===== src/rtl/serial_add_pkg.sv =====
// rtl/serial_add_pkg.sv - shared slice width, FSM state type and slice-count helper for the serial adder.
package serial_add_pkg;

  localparam int SLICE_W = 8;

  typedef enum logic [1:0] {
    IDLE = 2'd0,
    RUN  = 2'd1,
    RESP = 2'd2
  } state_t;

  function automatic int nslice(input int width);
    return width / SLICE_W;
  endfunction

endpackage


===== src/rtl/serial_add_sequencer_if.sv =====
// rtl/serial_add_sequencer_if.sv - request/response bundle of the serial adder.
// SERIAL_ADD_SEQ_SUB_EN adds the req_sub request bit.
interface serial_add_sequencer_if #(
  parameter int WIDTH = 32
);

  logic             req_valid;
  logic             req_ready;
  logic [WIDTH-1:0] req_a;
  logic [WIDTH-1:0] req_b;
  logic             req_cin;
`ifdef SERIAL_ADD_SEQ_SUB_EN
  logic             req_sub;
`endif
  logic             rsp_valid;
  logic             rsp_ready;
  logic [WIDTH-1:0] rsp_sum;
  logic             rsp_carry;
  logic             busy;

`ifdef SERIAL_ADD_SEQ_SUB_EN
  modport master (
    output req_valid, req_a, req_b, req_cin, req_sub, rsp_ready,
    input  req_ready, rsp_valid, rsp_sum, rsp_carry, busy
  );

  modport slave (
    input  req_valid, req_a, req_b, req_cin, req_sub, rsp_ready,
    output req_ready, rsp_valid, rsp_sum, rsp_carry, busy
  );
`else
  modport master (
    output req_valid, req_a, req_b, req_cin, rsp_ready,
    input  req_ready, rsp_valid, rsp_sum, rsp_carry, busy
  );

  modport slave (
    input  req_valid, req_a, req_b, req_cin, rsp_ready,
    output req_ready, rsp_valid, rsp_sum, rsp_carry, busy
  );
`endif

endinterface


===== src/rtl/add_slice_8bit.sv =====
// rtl/add_slice_8bit.sv - combinational 8-bit a + b + cin slice shared by every cycle of the sequencer.
module add_slice_8bit
  import serial_add_pkg::*;
(
  input  logic [SLICE_W-1:0] a,
  input  logic [SLICE_W-1:0] b,
  input  logic               cin,
  output logic [SLICE_W-1:0] sum,
  output logic               cout
);

  assign {cout, sum} = {1'b0, a} + {1'b0, b} + {{SLICE_W{1'b0}}, cin};

endmodule


===== src/rtl/serial_add_sequencer.sv =====
// rtl/serial_add_sequencer.sv - adds two WIDTH-bit operands one 8-bit slice per cycle.
// SERIAL_ADD_SEQ_SUB_EN enables subtraction via req_sub.
module serial_add_sequencer
  import serial_add_pkg::*;
#(
  parameter int WIDTH = 32
) (
  input logic                   clk,
  input logic                   rst,
  serial_add_sequencer_if.slave bus
);

  localparam int N  = nslice(WIDTH);
  localparam int KW = (N > 1) ? $clog2(N) : 1;

  if (WIDTH < SLICE_W || (WIDTH % SLICE_W) != 0) begin : g_bad_width
    $error("serial_add_sequencer: WIDTH must be a positive multiple of 8");
  end

  state_t             state_q, state_d;
  logic [KW-1:0]      k_q;
  logic [WIDTH-1:0]   a_q, b_q, sum_q;
  logic               carry_q, rsp_carry_q;
  logic               sub_q;
  logic               req_ready_c, rsp_valid_c, busy_c;
  logic               accept, last_slice, first_carry;
  logic [SLICE_W-1:0] slice_a, slice_b, slice_sum;
  logic               slice_cout;

`ifdef SERIAL_ADD_SEQ_SUB_EN
  logic req_sub_in;
  assign req_sub_in = bus.req_sub;
`else
  logic req_sub_in;
  assign req_sub_in = 1'b0;
`endif

  assign accept      = (state_q == IDLE) && bus.req_valid;
  assign last_slice  = (k_q == KW'(N - 1));
  // Subtraction is A + ~B + 1, so the incoming carry is forced high.
  assign first_carry = req_sub_in ? 1'b1 : bus.req_cin;

  assign slice_a = a_q[k_q*SLICE_W +: SLICE_W];
  assign slice_b = sub_q ? ~b_q[k_q*SLICE_W +: SLICE_W] : b_q[k_q*SLICE_W +: SLICE_W];

  add_slice_8bit u_slice (
    .a    (slice_a),
    .b    (slice_b),
    .cin  (carry_q),
    .sum  (slice_sum),
    .cout (slice_cout)
  );

  always_ff @(posedge clk) begin
    if (rst) state_q <= IDLE;
    else     state_q <= state_d;
  end

  always_comb begin
    state_d     = state_q;
    req_ready_c = 1'b0;
    rsp_valid_c = 1'b0;
    busy_c      = 1'b0;
    case (state_q)
      IDLE: begin
        req_ready_c = 1'b1;
        if (bus.req_valid) state_d = RUN;
      end
      RUN: begin
        busy_c = 1'b1;
        if (last_slice) state_d = RESP;
      end
      RESP: begin
        busy_c      = 1'b1;
        rsp_valid_c = 1'b1;
        if (bus.rsp_ready) state_d = IDLE;
      end
      default: state_d = IDLE;
    endcase
  end

  // Upper slices of sum_q keep stale data until the current op overwrites them.
  always_ff @(posedge clk) begin
    if (rst) begin
      k_q         <= '0;
      a_q         <= '0;
      b_q         <= '0;
      sum_q       <= '0;
      carry_q     <= 1'b0;
      rsp_carry_q <= 1'b0;
      sub_q       <= 1'b0;
    end else begin
      if (accept) begin
        a_q     <= bus.req_a;
        b_q     <= bus.req_b;
        sub_q   <= req_sub_in;
        carry_q <= first_carry;
        k_q     <= '0;
      end
      if (state_q == RUN) begin
        sum_q[k_q*SLICE_W +: SLICE_W] <= slice_sum;
        carry_q                       <= slice_cout;
        if (last_slice) rsp_carry_q <= slice_cout;
        else            k_q         <= k_q + 1'b1;
      end
    end
  end

  assign bus.req_ready = req_ready_c;
  assign bus.rsp_valid = rsp_valid_c;
  assign bus.busy      = busy_c;
  assign bus.rsp_sum   = sum_q;
  assign bus.rsp_carry = rsp_carry_q;

endmodule


===== src/flat_wrapper.sv =====
// flat-port wrapper written by rule: the top's interface ports become plain ports
module serial_add_sequencer_flat import serial_add_pkg::*;
#(
  parameter int WIDTH = 32
)
  (clk, rst, bus_req_valid, bus_req_a, bus_req_b, bus_req_cin, bus_rsp_ready, bus_req_ready, bus_rsp_valid, bus_rsp_sum, bus_rsp_carry, bus_busy);
  serial_add_sequencer_if #(.WIDTH(WIDTH)) bus_i ();
  input logic clk;
  input logic rst;
  input wire logic [$bits(bus_i.req_valid)-1:0] bus_req_valid;
  input wire logic [$bits(bus_i.req_a)-1:0] bus_req_a;
  input wire logic [$bits(bus_i.req_b)-1:0] bus_req_b;
  input wire logic [$bits(bus_i.req_cin)-1:0] bus_req_cin;
  input wire logic [$bits(bus_i.rsp_ready)-1:0] bus_rsp_ready;
  output wire logic [$bits(bus_i.req_ready)-1:0] bus_req_ready;
  output wire logic [$bits(bus_i.rsp_valid)-1:0] bus_rsp_valid;
  output wire logic [$bits(bus_i.rsp_sum)-1:0] bus_rsp_sum;
  output wire logic [$bits(bus_i.rsp_carry)-1:0] bus_rsp_carry;
  output wire logic [$bits(bus_i.busy)-1:0] bus_busy;
  assign bus_i.req_valid = bus_req_valid;
  assign bus_i.req_a = bus_req_a;
  assign bus_i.req_b = bus_req_b;
  assign bus_i.req_cin = bus_req_cin;
  assign bus_i.rsp_ready = bus_rsp_ready;
  assign bus_req_ready = bus_i.req_ready;
  assign bus_rsp_valid = bus_i.rsp_valid;
  assign bus_rsp_sum = bus_i.rsp_sum;
  assign bus_rsp_carry = bus_i.rsp_carry;
  assign bus_busy = bus_i.busy;
  serial_add_sequencer #(.WIDTH(WIDTH)) u_core (.clk(clk), .rst(rst), .bus(bus_i));
endmodule

===== config.mk =====
export PLATFORM = sky130hd
export DESIGN_NAME = serial_add_sequencer_flat
export DESIGN_NICKNAME = d
export VERILOG_FILES = /design/src/rtl/serial_add_pkg.sv /design/src/rtl/serial_add_sequencer_if.sv /design/src/rtl/add_slice_8bit.sv /design/src/rtl/serial_add_sequencer.sv /design/src/flat_wrapper.sv
export SDC_FILE = /design/constraint.sdc
export NUM_CORES = 1
export LEC_CHECK = 0
export CAP_MARGIN = 20
export CORE_MARGIN = 4
export CORE_UTILIZATION = 53
export DETAILED_ROUTE_END_ITERATION = 12
export GPL_ROUTABILITY_DRIVEN = 1
export GPL_TIMING_DRIVEN = 0
export PLACE_DENSITY = 0.86
export SYNTH_ARGS = -nofsm -noshare
export SYNTH_HDL_FRONTEND = slang
export SYNTH_SLANG_ARGS = --single-unit

===== constraint.sdc =====
create_clock -name clk -period 5.18 [get_ports clk]
set_input_delay 0.777 -clock clk [delete_from_list [all_inputs] [get_ports clk]]
set_output_delay 0.777 -clock clk [all_outputs]
set_load 0.02 [all_outputs]

==> results by group <==
Setup path
  • Critical Path Fanout Max: 9
  • Critical path class: flop to flop
  • CP max stage delay: 0.66 ns
  • Critical Path Stages: 9
  • Critical path buffers and inverters: 2
  • Critical Path Start Type: flop
  • R2R depth: 9
  • Arrival time at the worst endpoint: 3.62 ns
  • Required time worst endpoint: 5.40 ns
  • Critical-path cell list: clkbuf_1 -> mux4_2 -> fa_1 -> inv_1 -> fa_1 -> nor2b_1 -> o2111a_1 -> nor4_1 -> o31ai_1
  • Top delay family on crit path: simple AND/OR/NAND/NOR gates
  • CP endpoint kind: flop
  • CP max-delay cell: nor4_1
  • CP most frequent cell: fa_1
  • Reg2Reg Setup Slack: 1.78 ns

Die
  • Core box area: 0.00789 mm²
  • Initial Utilization: 55.7%
  • DIE AREA: 0.00981 mm²
  • Die H: 99.0 µm
  • IO Pins: 105
  • Die X-Extent: 99.0 µm
  • Placement Rows: 32

Hold path
  • Hold path depth: 2
  • Worst Hold Class: flop to flop

Global routing
  • Initial antenna violation count: 0
  • Largest net degree at the start of global routing: 16
  • Number of global-route vias before repair: 4083
  • First-pass GRT wire length: 19.4 mm
  • Overflow after GRT: 0
  • Total GRT Usage: 24.5%

Yosys
  • Cell variety after synth: 36
  • Async SR Flop Fraction: 0%
  • Syn avg cell area: 8.89 µm²
  • Ys flop type: dfxtp_1
  • Ys Warns: 0
  • Post-Synthesis Cells: 494
  • Mapped Nets: 581
  • Register area share after synthesis: 46.5%
  • Synth Cell Area: 0.00439 mm²
  • EDFF count, synth: 0
  • Synthesized flop and latch total: 102

Layout
  • Multi-input gate area: 0.00220 mm²
  • Fillers: 582
  • N_diodes: 0
  • # nets final: 696
  • Fraction of layout cells with a size suffix above 1: 6.20%
  • Relative area change from synthesis to final layout: 31.7%
  • Reg area: 0.00204 mm²

Route
  • Vias: 4108
  • Via-to-Cell Ratio: 5.75
  • Drt total wl: 12.1 mm
  • Avg WL per Cell: 16.9 µm
  • 1st-iter DRT viols: 249
  • Post-DRT Antenna Nets: 0
  • DRC viols: 0
  • DRT Pass-1 Iters: 7

Outcome
  • Outcome: complete, no violations

Placed design
  • PortBufs: 104
  • Placer's final routability congestion estimate: 0.841
  • DP Wirelength: 9.18 mm

Timing
  • Worst hold slack: 0.456 ns
  • RSZ-0062 raised after global routing: false
  • Max-slew violation count: 0
  • Clock skew: 0.00833 ns
  • Final hold violation count: 0
  • Fin Setup TNS: 0 ns
  • # setup viols final: 0
  • Tcrit/Tclk final: 65.7%
  • FMAX: 294 MHz
  • Period minus WS final: 3.40 ns
  • Relative slew slack: 48.0%
  • Slew @ Worst Pin: 0.773 ns

Clocking
  • Postcts setup bufs: 0
  • Clock sinks: 102
  • Post-CTS Hold Buffers: 0
  • Clock buffer depth: 2
  • Worst-Skew Late Latency: 0.36 ns
  • H-Tree Depth: 3
  • Clk root buf: clkbuf_8
  • Post-CTS resize count: 0
  • Clock transition at the registers of the reported paths: 0.09 ns
  • CTS tree: done
  • Clock buffer count from CTS: 9

Power
  • PD cells: 326 mW/mm²
  • Lkg Pwr: 2.14 nW
  • Peak supply drop: 0.162 mV

Job
  • Max_cap viols: 0
-- tightest hold or removal path: stages, from the launching register on --
cell and delay (ns):
dfxtp_1 0.31, nand2_1 0.05, a21oi_1 0.05
-- cells in the mapped netlist, types with 3 or more instances --
cell / number / area [µm²]
o31ai_1: 13 / 97.6
nor4b_2: 3 / 45.0
nand2_1: 155 / 582
nor2b_1: 3 / 18.8
mux4_2: 16 / 360
o21ai_0: 3 / 15.0
inv_1: 10 / 37.5
ha_1: 16 / 200
and2_1: 5 / 31.3
clkbuf_1: 20 / 75.1
nor2_1: 19 / 71.3
xnor2_1: 3 / 26.3
buf_2: 3 / 15.0
a211oi_1: 4 / 30.0
a22oi_1: 14 / 105
o21a_1: 3 / 22.5
a22o_1: 8 / 70.1
buf_1: 4 / 15.0
a21oi_1: 71 / 355
dfxtp_1: 102 / 2040
-- power by group --
| part | internal, mW | switching, mW |
|---|---|---|
| registers | 0.842 | 0.0349 |
| clock network | 0.296 | 0.257 |
| logic | 0.192 | 0.264 |
| total | 1.33 | 0.556 |
-- layout by cell type, fill, tap and decap left out, types with 2 or more instances in the layout --
cell type	Yosys	routed
nand2_1	155	155
clkdlybuf4s50_1	0	104
dfxtp_1	102	102
a21oi_1	71	71
clkbuf_1	20	21
nor2_1	19	19
mux4_2	16	16
ha_1	16	16
a22oi_1	14	14
o31ai_1	13	13
clkbuf_8	0	11
inv_1	10	10
a22o_1	8	8
and2_1	5	5
buf_1	4	4
a211oi_1	4	4
buf_2	3	3
nor2b_1	3	3
o21ai_0	3	3
xnor2_1	3	3
o21a_1	3	3
nor4b_2	3	3
o311a_1	2	2
a21o_1	2	2
fa_1	2	2
bufinv_16	0	2
-- stage by stage --
stage	setup slack [ns]	area, µm²	power (mW)	instances	util (%)
floorplan	2.29	4390	1.17	494	-
global placement	1.94	5560	1.32	700	70.5
detailed placement	1.87	5560	1.34	700	70.5
CTS	1.82	5780	1.88	715	73.3
global route	1.60	5780	1.97	715	73.3
finish	1.78	5780	1.89	715	73.3
-- path summary, 6_finish.rpt --
path                                    start                     end
worst max-delay path            u_core.k_q[1]  u_core.bus.rsp_sum[14]
worst min-delay path            u_core.a_q[0]           u_core.a_q[0]
worst max register to register  u_core.k_q[1]  u_core.bus.rsp_sum[14]
worst min register to register  u_core.a_q[0]           u_core.a_q[0]
-- final cells by class --
| type | count | area share (%) |
|---|---|---|
| clock inverter | 3 | 1.17 |
| buffer | 28 | 1.95 |
| tap | 102 | 2.21 |
| multi-input combinational | 353 | 38.0 |
| timing repair buffer | 104 | 18.0 |
| sequential | 102 | 35.3 |
| clock buffer | 12 | 2.68 |
| inverter | 11 | 0.714 |
-- logic make-up (layout without fill, tap and decap cells) --
kind of cell,count (synthesis),after routing,synth area share [%]
simple gates,191,191,18.1
compound gates,124,124,17.4
flops,102,102,46.5
buf+inv,39,158,3.50
fa+ha+maj,18,18,5.47
mux,17,17,8.43
xor+xnor,3,3,0.598
-- state kept, by name (all words and copies together), names as in the netlist --
signal and flops:
u_core.state_q 2, u_core.k_q 2, u_core.bus.rsp_carry 1, u_core.a_q 32, u_core.bus.rsp_sum 32, u_core.b_q 32
u_core.carry_q 1
-- routing by layer --
metal,global-route usage (%),share of wire (%)
met4,9.35,2.9
met5,0,0
met1,31.3,40
met3,5.73,8.9
met2,40.4,49
(Power assumes the default switching activity.)
